--- src/rtl/video_sync_normalizer.sv ---
// Sync/blank normalizer ahead of video_mixer: polarity detect, line-aligned
// vblank, RGB blanking and line/frame timing measurement with lock flag.
module video_sync_normalizer #(
  parameter int DW     = 8,
  parameter int HCNT_W = 12,
  parameter int VCNT_W = 11
) (
  input  logic              CLK_VIDEO,
  input  logic              RESET_N,
  input  logic              ce_pix,
  input  logic [DW-1:0]     R_in,
  input  logic [DW-1:0]     G_in,
  input  logic [DW-1:0]     B_in,
  input  logic              HSync_in,
  input  logic              VSync_in,
  input  logic              HBlank_in,
  input  logic              VBlank_in,
  output logic [DW-1:0]     R,
  output logic [DW-1:0]     G,
  output logic [DW-1:0]     B,
  output logic              HSync,
  output logic              VSync,
  output logic              HBlank,
  output logic              VBlank,
  output logic              hs_pol,
  output logic              vs_pol,
  output logic [HCNT_W-1:0] h_total,
  output logic [VCNT_W-1:0] v_total,
  output logic              locked
);

  localparam logic [HCNT_W-1:0] H_MAX = '1;
  localparam logic [HCNT_W-1:0] H_ONE = HCNT_W'(1);
  localparam logic [VCNT_W-1:0] V_MAX = '1;
  localparam logic [VCNT_W-1:0] V_ONE = VCNT_W'(1);

  function automatic logic [HCNT_W-1:0] h_inc(
    input logic [HCNT_W-1:0] x
  );
    return (x == H_MAX) ? x : x + H_ONE;
  endfunction

  function automatic logic [VCNT_W-1:0] v_inc(
    input logic [VCNT_W-1:0] x
  );
    return (x == V_MAX) ? x : x + V_ONE;
  endfunction

  logic              hs_prev_q, hs_prev_d;
  logic              vs_prev_q, vs_prev_d;
  logic              hb_prev_q, hb_prev_d;
  logic              h_seen_q, h_seen_d;
  logic              v_seen_q, v_seen_d;
  logic              h_meas_q, h_meas_d;
  logic              v_meas_q, v_meas_d;
  logic              h_ok_q, h_ok_d;
  logic              v_ok_q, v_ok_d;
  logic [HCNT_W-1:0] hcnt_q, hcnt_d;
  logic [HCNT_W-1:0] hhi_q, hhi_d;
  logic [HCNT_W-1:0] hlo_q, hlo_d;
  logic [VCNT_W-1:0] vcnt_q, vcnt_d;
  logic [VCNT_W-1:0] vhi_q, vhi_d;
  logic [VCNT_W-1:0] vlo_q, vlo_d;

  logic [DW-1:0]     r_q, r_d;
  logic [DW-1:0]     g_q, g_d;
  logic [DW-1:0]     b_q, b_d;
  logic              hsync_q, hsync_d;
  logic              vsync_q, vsync_d;
  logic              hblank_q, hblank_d;
  logic              vblank_q, vblank_d;
  logic              hs_pol_q, hs_pol_d;
  logic              vs_pol_q, vs_pol_d;
  logic [HCNT_W-1:0] h_total_q, h_total_d;
  logic [VCNT_W-1:0] v_total_q, v_total_d;
  logic              locked_q, locked_d;

  logic              h_rise;
  logic              v_rise;
  logic              hb_rise;
  logic [HCNT_W-1:0] h_len;
  logic [VCNT_W-1:0] vcnt_n;
  logic [VCNT_W-1:0] vhi_n;
  logic [VCNT_W-1:0] vlo_n;
  logic              blank;

  always_comb begin
    h_rise    = ce_pix & HSync_in & ~hs_prev_q;
    v_rise    = ce_pix & VSync_in & ~vs_prev_q;
    hb_rise   = ce_pix & HBlank_in & ~hb_prev_q;
    hs_prev_d = ce_pix ? HSync_in : hs_prev_q;
    vs_prev_d = ce_pix ? VSync_in : vs_prev_q;
    hb_prev_d = ce_pix ? HBlank_in : hb_prev_q;
  end

  // The boundary sample itself opens the new line's duty counts.
  always_comb begin
    hcnt_d    = hcnt_q;
    hhi_d     = hhi_q;
    hlo_d     = hlo_q;
    h_seen_d  = h_seen_q;
    h_meas_d  = h_meas_q;
    h_ok_d    = h_ok_q;
    hs_pol_d  = hs_pol_q;
    h_total_d = h_total_q;
    h_len     = h_inc(hcnt_q);
    if (h_rise) begin
      hcnt_d   = '0;
      hhi_d    = H_ONE;
      hlo_d    = '0;
      h_seen_d = 1'b1;
      if (h_seen_q) begin
        hs_pol_d  = hhi_q > hlo_q;
        h_total_d = h_len;
        h_meas_d  = 1'b1;
        h_ok_d    = h_meas_q
                  & (h_len == h_total_q)
                  & (h_len != H_MAX);
      end
    end else if (ce_pix) begin
      hcnt_d = h_inc(hcnt_q);
      if (HSync_in) begin
        hhi_d = h_inc(hhi_q);
      end else begin
        hlo_d = h_inc(hlo_q);
      end
    end
  end

  // A line ending on the frame boundary still belongs to the old frame.
  always_comb begin
    vcnt_n = h_rise ? v_inc(vcnt_q) : vcnt_q;
    vhi_n  = (h_rise & VSync_in) ? v_inc(vhi_q) : vhi_q;
    vlo_n  = (h_rise & ~VSync_in) ? v_inc(vlo_q) : vlo_q;
  end

  always_comb begin
    vcnt_d    = vcnt_n;
    vhi_d     = vhi_n;
    vlo_d     = vlo_n;
    v_seen_d  = v_seen_q;
    v_meas_d  = v_meas_q;
    v_ok_d    = v_ok_q;
    vs_pol_d  = vs_pol_q;
    v_total_d = v_total_q;
    if (v_rise) begin
      vcnt_d   = '0;
      vhi_d    = '0;
      vlo_d    = '0;
      v_seen_d = 1'b1;
      if (v_seen_q) begin
        vs_pol_d  = vhi_n > vlo_n;
        v_total_d = vcnt_n;
        v_meas_d  = 1'b1;
        v_ok_d    = v_meas_q
                  & (vcnt_n == v_total_q)
                  & (vcnt_n != V_MAX);
      end
    end
  end

  always_comb begin
    r_d      = r_q;
    g_d      = g_q;
    b_d      = b_q;
    hsync_d  = hsync_q;
    vsync_d  = vsync_q;
    hblank_d = hblank_q;
    vblank_d = hb_rise ? VBlank_in : vblank_q;
    locked_d = locked_q;
    blank    = HBlank_in | vblank_d;
    if (ce_pix) begin
      r_d      = blank ? '0 : R_in;
      g_d      = blank ? '0 : G_in;
      b_d      = blank ? '0 : B_in;
      hsync_d  = HSync_in ^ hs_pol_d;
      vsync_d  = VSync_in ^ vs_pol_d;
      hblank_d = HBlank_in;
      locked_d = h_ok_d & v_ok_d;
    end
  end

  always_ff @(posedge CLK_VIDEO or negedge RESET_N) begin
    if (!RESET_N) begin
      hs_prev_q <= 1'b0;
      vs_prev_q <= 1'b0;
      hb_prev_q <= 1'b0;
      h_seen_q  <= 1'b0;
      v_seen_q  <= 1'b0;
      h_meas_q  <= 1'b0;
      v_meas_q  <= 1'b0;
      h_ok_q    <= 1'b0;
      v_ok_q    <= 1'b0;
      hcnt_q    <= '0;
      hhi_q     <= '0;
      hlo_q     <= '0;
      vcnt_q    <= '0;
      vhi_q     <= '0;
      vlo_q     <= '0;
      r_q       <= '0;
      g_q       <= '0;
      b_q       <= '0;
      hsync_q   <= 1'b0;
      vsync_q   <= 1'b0;
      hblank_q  <= 1'b0;
      vblank_q  <= 1'b0;
      hs_pol_q  <= 1'b0;
      vs_pol_q  <= 1'b0;
      h_total_q <= '0;
      v_total_q <= '0;
      locked_q  <= 1'b0;
    end else begin
      hs_prev_q <= hs_prev_d;
      vs_prev_q <= vs_prev_d;
      hb_prev_q <= hb_prev_d;
      h_seen_q  <= h_seen_d;
      v_seen_q  <= v_seen_d;
      h_meas_q  <= h_meas_d;
      v_meas_q  <= v_meas_d;
      h_ok_q    <= h_ok_d;
      v_ok_q    <= v_ok_d;
      hcnt_q    <= hcnt_d;
      hhi_q     <= hhi_d;
      hlo_q     <= hlo_d;
      vcnt_q    <= vcnt_d;
      vhi_q     <= vhi_d;
      vlo_q     <= vlo_d;
      r_q       <= r_d;
      g_q       <= g_d;
      b_q       <= b_d;
      hsync_q   <= hsync_d;
      vsync_q   <= vsync_d;
      hblank_q  <= hblank_d;
      vblank_q  <= vblank_d;
      hs_pol_q  <= hs_pol_d;
      vs_pol_q  <= vs_pol_d;
      h_total_q <= h_total_d;
      v_total_q <= v_total_d;
      locked_q  <= locked_d;
    end
  end

  assign R       = r_q;
  assign G       = g_q;
  assign B       = b_q;
  assign HSync   = hsync_q;
  assign VSync   = vsync_q;
  assign HBlank  = hblank_q;
  assign VBlank  = vblank_q;
  assign hs_pol  = hs_pol_q;
  assign vs_pol  = vs_pol_q;
  assign h_total = h_total_q;
  assign v_total = v_total_q;
  assign locked  = locked_q;

endmodule
--- config.mk ---
export PLATFORM = sky130hd
export DESIGN_NAME = video_sync_normalizer
export DESIGN_NICKNAME = d
export VERILOG_FILES = /design/src/rtl/video_sync_normalizer.sv
export SDC_FILE = /design/constraint.sdc
export NUM_CORES = 1
export LEC_CHECK = 0
export BUFFER_PORTS_ARGS = -buffer_cell sky130_fd_sc_hd__buf_2
export CAP_MARGIN = 30
export CORE_MARGIN = 2
export CORE_UTILIZATION = 45
export CTS_CLUSTER_SIZE = 12
export DETAILED_ROUTE_END_ITERATION = 16
export PLACE_DENSITY_LB_ADDON = 0.2
export REMOVE_ABC_BUFFERS = 1
export SLEW_MARGIN = 20
export SYNTH_ARGS = -nofsm -noshare
export SYNTH_HDL_FRONTEND = slang
export SYNTH_SLANG_ARGS = --single-unit
--- constraint.sdc ---
create_clock -name CLK_VIDEO -period 4.2 [get_ports CLK_VIDEO]
set_clock_uncertainty 0.2 [all_clocks]
set_input_delay 0.21 -clock CLK_VIDEO [delete_from_list [all_inputs] [get_ports CLK_VIDEO]]
set_output_delay 0.21 -clock CLK_VIDEO [all_outputs]
set_load 0.01 [all_outputs]
==> out/metrics.csv <==
metric,value,unit
Syn Area/Cell,8.99,um2
"commonest cells after routing, fill and taps aside","dfrtp_1 (131), nand2_1 (98), buf_2 (83)",
Final nets,982,
Seq. cell area,3280,um2
vias in the first global route,5994,
die width,131,um
post-synth cell types,71,
"Setup violations, final",0,
clock-pin slew on the worst setup and hold paths,60,ps
Syn Std Cell Area,7300,um2
final WL,17400,um
CORE AREA,15900,um2
Root Buffer,clkbuf_16,
Critical Path Start Type,flop,
area delta synth->final,20.7,%
WHS,7.52,ps
post-CTS setup repair buffer count,0,
Most used DFF post-synth,dfrtp_1,
Worst Hold Class,in2reg,
synth warn,0,
global route hottest layer,met2,
largest net degree at the start of global routing,105,
die area,17300,um2
XOR/XNOR Fraction of Synth Area,6.72,%
Fmax,274,MHz
Num CTS Buffers,17,
area share of the largest cell type after synthesis,44.9,%
drt drc,0,
Post-Route Setup TNS,0,ps
vias,6144,
Crit Path Category,reg2reg,
number of hold violations in the final report,0,
DR pass1 iterations,5,
Post-Synth Adder-Cell Area,4.97,%
row cnt,46,
CTS tree,built,
Filler cells,1432,
post-synthesis compound-gate area fraction,14.9,%
first-pass GRT wire length,30100,um
largest family of logic cells by synthesized area,simple AND/OR/NAND/NOR gates,
grt ovf,0,
GRT Overall Usage,21.2,%
CP endpoint kind,flop,
GRT met1 Usage,29.3,%
Worst Tran Pin Value,677,ps
shortest period the worst path allows,3650,ps
Post-synth EDFFs,0,
Tcrit/Tclk final,86.8,%
layout cells sized above 1,16.1,%
Placed Instances,1089,
RSZ-0062 raised after global routing,no,
GPL Wtd Cong,0.854,
initial antenna violation count,0,
IO Port Bufs,84,
status,"finished, final reports clean",
Initial Util,46.0,%
Critical Path AT,3810,ps
GRT met3 Usage,5.09,%
Max Cap Viol,0,
Multi-input gate area,3680,um2
post-synth top area cell,dfrtp_1,
post-cts resize count,0,
Non-Filler Instances,1150,
Slew Limit Headroom,54.3,%
Syn Inst Count,812,
ANT cells,0,
vias per inst,5.34,
clock sink total,131,
drt wl/cell,15.1,um
post-route ant nets,0,
Peak VDD IR,0.327,mV
DRT iter0 DRCs,471,
DIE HEIGHT,131,um
"Max FO, Critical Path",6,
Synth Register Bits,131,
Placed Area,7930,um2
Power per Cell Area,439,nW/um2
Leak,4.09,nW
io pins,85,
mux contribution to synthesized area,1.58,%
H-tree levels,4,
hold_buf cts,28,
"Core Util, Final",55.5,%
WP data required,4360,ps
clk_lat worst skew,420,ps
met2 usage in global routing,33.2,%
"commonest non-fill, non-tap cell in the layout",dfrtp_1,
hpwl dp,11600,um
max-slew violations,0,
Finished Cell Area,8810,um2
"area fraction in and, or, nand and nor cells after synthesis",22.2,%
register area share after synthesis,44.9,%
Clock Tree Buf Depth,2,
"top cells by area, synth","dfrtp_1 (45%), o21ai_0 (5.2%), nand2_1 (5.0%)",
"Async S/R FF share, synth",100,%
## cell usage after synthesis (2+ instances only)
cell,instances
dfrtp_1,131
nand2_1,98
nor2_1,77
o21ai_0,76
inv_1,54
nand3_1,41
xnor2_1,32
ha_1,29
a21oi_1,27
nor3_1,25
xor2_1,24
nand4_1,22
clkbuf_1,21
nor2b_1,15
and3_1,8
o21a_1,8
a21o_1,7
buf_2,7
mux2i_1,7
nor4_1,7
a31oi_1,6
nand2b_1,6
or3_1,6
nor3b_1,5
o22ai_1,5
o211ai_1,4
a211oi_1,3
and2_1,3
mux2_2,3
o21ai_1,3
o31ai_1,3
a21bo_2,2
a221o_1,2
a32o_1,2
a41o_1,2
a41oi_1,2
and4_1,2
and4_4,2
buf_4,2
or2_2,2
## path summary, 6_finish.rpt
kind / slack, ps / startpoint / depth (start not counted) / end
worst max register to register: 550 / vlo_q[0] / 15 / VSync
max in group asynchronous: 2910 / RESET_N / 3 / hlo_q[6]
min in group asynchronous: 120 / RESET_N / 2 / h_ok_q
worst min-delay path: 8 / HSync_in / 3 / hs_prev_q
worst min register to register: 270 / h_meas_q / 1 / h_meas_q
worst max-delay path: 550 / vlo_q[0] / 15 / VSync
## routing by layer
metal / wire length, um / part of all wire [%]
met5: 0 / 0
met2: 7980 / 46
met3: 896 / 5.2
met4: 244 / 1.4
met1: 8250 / 47
## final cells by class
class,count,area share [%]
Multi-Input combinational cell,595,41.8
Sequential cell,131,37.2
Timing Repair Buffer,123,9.15
Clock buffer,18,4.87
Tap cell,216,3.07
Inverter,54,2.30
Clock inverter,13,1.56
## power breakdown
part           internal, mW  leakage [nW]  total [mW]  switching (mW)
registers              1.41          1.75        1.60           0.189
logic                 0.381          2.07       0.837           0.455
clock network         0.868         0.272        1.43           0.564
## worst max-delay path, stage by stage, from the launching register on
cell      delay (ps)
dfrtp_1          380
ha_1             210
nand3_1          120
or2_2            320
o211ai_1         190
buf_4            180
mux2i_1          240
ha_1             280
nor2b_1          130
o21a_1           160
o21a_1           160
o21a_1           160
o21ai_0          140
a21oi_1           90
o41ai_1          410
a21bo_2          210
## registers in the layout, indices dropped and copies added, names as in the netlist, 8 cells and up
signal,flops
B,8
v_total,11
h_total,12
vlo_q,11
hcnt_q,12
hhi_q,12
vhi_q,11
vcnt_q,11
G,8
R,8
hlo_q,12
## through the flow
stage,total power [mW],setup slack (ps)
after global placement,2.42,637
final,3.87,554
after detailed placement,2.43,586
after CTS,3.89,541
after floorplan,2.13,352
after global routing,4.11,319
## cells by family (layout without fill, tap and decap cells)
kind of cell	count (synthesis)	count (layout)
simple gates	328	328
mux	11	11
fa+ha+maj	29	29
compound gates	171	171
flops	131	131
xor+xnor	56	56
buf+inv	86	208
No activity file was read; power rests on OpenSTA's default activity.
